**src/rtl/cacheline_arbiter.sv**
```systemverilog
// Arbitrates an I-cache and a D-cache onto one cacheline memory port.
// One transaction in flight; the request is latched at grant and the response is routed back to its owner.
module cacheline_arbiter #(
    parameter int unsigned ADDR_W    = 32,
    parameter int unsigned LINE_W    = 256,
    parameter int unsigned OFFSET_W  = 5,
    parameter int unsigned PRIO_MODE = 0
) (
    input  logic              clk,
    input  logic              rst,

    input  logic [ADDR_W-1:0] i_addr,
    input  logic              i_read,
    input  logic              i_write,
    input  logic [LINE_W-1:0] i_wdata,
    output logic [LINE_W-1:0] i_rdata,
    output logic              i_resp,

    input  logic [ADDR_W-1:0] d_addr,
    input  logic              d_read,
    input  logic              d_write,
    input  logic [LINE_W-1:0] d_wdata,
    output logic [LINE_W-1:0] d_rdata,
    output logic              d_resp,

    output logic [ADDR_W-1:0] mem_addr,
    output logic              mem_read,
    output logic              mem_write,
    output logic [LINE_W-1:0] mem_wdata,
    input  logic [LINE_W-1:0] mem_rdata,
    input  logic              mem_resp
);

    typedef enum logic [1:0] {
        IDLE,
        MEM,
        RESP
    } state_e;

    localparam logic [ADDR_W-1:0] LINE_MASK = {ADDR_W{1'b1}} << OFFSET_W;

    state_e            state_q;
    logic [ADDR_W-1:0] addr_q;
    logic [LINE_W-1:0] wdata_q;
    logic [LINE_W-1:0] i_rdata_q;
    logic [LINE_W-1:0] d_rdata_q;
    // owner_q / last_q: 1 = D-cache, 0 = I-cache
    logic              owner_q;
    logic              last_q;
    logic              mem_read_q;
    logic              mem_write_q;
    logic              i_resp_q;
    logic              d_resp_q;

    logic              i_act;
    logic              d_act;
    logic              grant_d;
    logic              wr_d;
    logic [ADDR_W-1:0] addr_d;
    logic [LINE_W-1:0] wdata_d;

    always_comb begin
        i_act = i_read | i_write;
        d_act = d_read | d_write;
        if (i_act && d_act) begin
            grant_d = (PRIO_MODE != 0) ? 1'b1 : ~last_q;
        end else begin
            grant_d = d_act;
        end
        // A read+write request from the winner is issued as a write.
        wr_d    = grant_d ? d_write : i_write;
        addr_d  = (grant_d ? d_addr : i_addr) & LINE_MASK;
        wdata_d = grant_d ? d_wdata : i_wdata;
    end

    always_ff @(posedge clk or negedge rst) begin
        if (!rst) begin
            state_q     <= IDLE;
            addr_q      <= '0;
            wdata_q     <= '0;
            i_rdata_q   <= '0;
            d_rdata_q   <= '0;
            owner_q     <= 1'b0;
            last_q      <= 1'b1;
            mem_read_q  <= 1'b0;
            mem_write_q <= 1'b0;
            i_resp_q    <= 1'b0;
            d_resp_q    <= 1'b0;
        end else begin
            i_resp_q <= 1'b0;
            d_resp_q <= 1'b0;
            case (state_q)
                IDLE: begin
                    if (i_act || d_act) begin
                        addr_q      <= addr_d;
                        wdata_q     <= wdata_d;
                        owner_q     <= grant_d;
                        last_q      <= grant_d;
                        mem_read_q  <= ~wr_d;
                        mem_write_q <= wr_d;
                        state_q     <= MEM;
                    end
                end
                MEM: begin
                    if (mem_resp) begin
                        mem_read_q  <= 1'b0;
                        mem_write_q <= 1'b0;
                        if (!mem_write_q) begin
                            if (owner_q) begin
                                d_rdata_q <= mem_rdata;
                            end else begin
                                i_rdata_q <= mem_rdata;
                            end
                        end
                        if (owner_q) begin
                            d_resp_q <= 1'b1;
                        end else begin
                            i_resp_q <= 1'b1;
                        end
                        state_q <= RESP;
                    end
                end
                RESP: begin
                    state_q <= IDLE;
                end
                default: begin
                    state_q <= IDLE;
                end
            endcase
        end
    end

    assign mem_addr  = addr_q;
    assign mem_wdata = wdata_q;
    assign mem_read  = mem_read_q;
    assign mem_write = mem_write_q;
    assign i_rdata   = i_rdata_q;
    assign d_rdata   = d_rdata_q;
    assign i_resp    = i_resp_q;
    assign d_resp    = d_resp_q;

endmodule
```
**config.mk**
```make
export PLATFORM = sky130hd
export DESIGN_NAME = cacheline_arbiter
export DESIGN_NICKNAME = d
export VERILOG_FILES = /design/src/rtl/cacheline_arbiter.sv
export SDC_FILE = /design/constraint.sdc
export NUM_CORES = 1
export LEC_CHECK = 0
export BUFFER_PORTS_ARGS = -buffer_cell sky130_fd_sc_hd__buf_2
export CORE_AREA = 2 2 632 634
export CTS_CLUSTER_SIZE = 8
export DETAILED_ROUTE_END_ITERATION = 8
export DIE_AREA = 0 0 634 636
export PLACE_DENSITY = 0.3
export SYNTH_ARGS = -nofsm -noshare
export SYNTH_HDL_FRONTEND = slang
export SYNTH_SLANG_ARGS = --single-unit
```
**constraint.sdc**
```tcl
create_clock -name clk -period 3.15 [get_ports clk]
set_input_delay 0.315 -clock clk [delete_from_list [all_inputs] [get_ports clk]]
set_output_delay 0.315 -clock clk [all_outputs]
set_load 0.1 [all_outputs]
```
==> metrics.txt <==
# rows=between 200 and 250; Largest delay share family, worst path=buffers and inverters; most common cell after layout, fill and taps aside=buf_2; H-tree depth=3; arrival time worst endpoint=around 3700 ps; Worst setup SP type=flop; Die X=~630 um; Routed WL per cell=approximately 26 um; Root Buffer=clkbuf_16; count of nets after finishing=roughly 6000; Clock Latency Late Sink=around 850 ps; vias in the first global route=approximately 37000; #FFs+latches synth=~800; Worst Max-Slew Pin Slew=~1100 ps; WL final=approximately 270000 um; IO Port Bufs=between 1500 and 2000; Initial Utilization=0.0843; Netlist cell types=30; post-synthesis compound-gate area fraction=0.139; max_cap viols=0; Crit. End Element=flop; max_slew headroom=0.291; GPL Wtd Cong=roughly 0.91; post-synthesis mux area share=0.173; Setup TNS=0 ps; Top Ports=1643; final hold violations=0; antenna-violating nets left=0; CP max stage cell=nor2_4; largest net degree at the start of global routing=116; Total Die Area=403000 sq um; DRT Pass-1 Iters=5; Area growth, synth to finish=79.2%; DR iter-0 viols=roughly 1900; Hold Crit Class=primary input to flop; first-pass GRT wire length=357000 um; Final min period=3040 ps; outcome=finished clean; final setup vio count=0; sequential area share after synthesis=0.600; CP bufs+invs=2; critical path class=flop to flop; grt ovf=0; Mapped Cells=around 2800; Core Region=roughly 400000 sq um; CP Cell Sequence=or2_2 -> nor2_4 -> buf_12 -> a31oi_1 -> dlygate4sd3_1; clock buffer count from CTS=between 100 and 150; adder-cell share of the synthesized area=0; Synth async-reset ratio=1.00; CTS tree=yes; worst-path fanout max=roughly 120; initial antenna violation count=between 100 and 150; All-Layer GR Usage=0.131; ratio of cells with drive above 1 in the final layout=0.464; routed via count=roughly 35000; Reg clk slew, reported paths=~60 ps; Layout Skew=~47 ps; Vias per Instance=roughly 3.3; CP Data Required Time=3840 ps; Final period util=0.964; fillers=45200; hpwl dp=roughly 230000 um; Mean Syn Cell Area=around 12 sq um; synthesized cell area=around 33000 sq um; xor/xnor cell area share of the yosys netlist=0; Die Y=around 640 um; largest family of logic cells by synthesized area=multiplexers; Slew Limit Fails=0; unrepaired setup endpoints after global routing=false; post-synthesis simple-gate area fraction=0.0455; Synth Warn #=0; CTS max path bufs=4; DR DRC count=0; achievable frequency=between 300 and 400 MHz; TritonCTS Sinks=between 800 and 900; number of synthesized flops with an enable pin=0; slowest cell delay on critical path=around 640 ps; prevailing post-synth register cell=dfrtp_1; most frequent cells in the layout=buf_2, dlygate4sd3_1, dfrtp_1
## synthesized netlist by cell type (2+ instances only)
| master | instances | area (sq um) |
|---|---|---|
| mux2_2 | 515 | 5800 |
| buf_2 | 82 | 410 |
| nor2_1 | 4 | 15.0 |
| clkbuf_1 | 150 | 563 |
| and2_1 | 2 | 12.5 |
| o21ai_0 | 285 | 1430 |
| buf_6 | 30 | 338 |
| buf_4 | 9 | 67.6 |
| a31oi_1 | 283 | 1770 |
| or2_2 | 2 | 12.5 |
| buf_1 | 9 | 33.8 |
| a21oi_1 | 283 | 1420 |
| nand3_1 | 283 | 1420 |
| dfrtp_1 | 802 | 20100 |
| inv_1 | 2 | 7.51 |
## worst min-delay path, delay by kind of cell
kind          cells  cell delay (ps)
simple gates      2              270
buf+inv           1              160
mux               1              160
## cell type report
cell class	count	area, sq um	area share
Inverter	2	7.51	0.000125
Clock buffer	150	3170	0.0529
Clock inverter	7	133	0.00221
Sequential cell	803	20100	0.335
Tap cell	5265	6590	0.110
Multi-Input combinational cell	1675	12000	0.201
Timing Repair Buffer	2595	17900	0.298
Antenna cell	33	82.6	0.00138
## worst paths after layout
kind                             start              to  slack (ps)  cells past startpoint
max                         state_q[0]  mem_wdata[122]         110                      5
min                             d_read          last_q         130                      4
max reg2reg                 state_q[0]  mem_wdata[122]         110                      5
min reg2reg                d_rdata[34]     d_rdata[34]         500                      1
max in group asynchronous          rst   mem_wdata[75]        1740                      3
min in group asynchronous          rst    i_rdata[252]         160                      2
## flip-flops by register name, summed over array words and instances, names as in the netlist, 2 cells and up
signal	flops
d_rdata	256
i_rdata	256
mem_wdata	256
mem_addr	27
state_q	2
## stage by stage
stage | worst slack [ps] | instance area (sq um) | instances | hold WS (ps) | util
floorplan | 1090 | 33500 | 2760 | 19.4 | -
global placement | 722 | 48300 | 9511 | 482 | 0.122
detailed placement | 675 | 48300 | 9511 | 488 | 0.122
CTS | 150 | 59900 | 10500 | 0.555 | 0.151
global route | 4.41 | 60000 | 10500 | 103 | 0.151
finish | 113 | 60000 | 10500 | 132 | 0.151
## what timing repair did
action	in CTS	in global routing
gates resized for setup	0	0
hold buffers	828	1
buffers inserted	0	0
hold endpoints to repair	826	1
## metal layers
metal | share of wire | GRT usage | wire length [um] | vias up
li1 | - | - | - | 15100
met1 | 0.36 | 0.140 | 99000 | 17700
met2 | 0.50 | 0.233 | 138000 | 1636
met3 | 0.092 | 0.0473 | 25300 | 422
met4 | 0.045 | 0.0512 | 12400 | 32
met5 | 0.00075 | 0 | 205 | -
## cells by family after synthesis
group                  Yosys count
other                            1
muxes                          515
DFF                            803
buffers and inverters          282
and+or+nand+nor                299
AOI/OAI and AO/OA              856
Power is left out: the tool's default activity adds up to more than one toggle a clock period on the data nets, which glitch-free logic cannot reach.
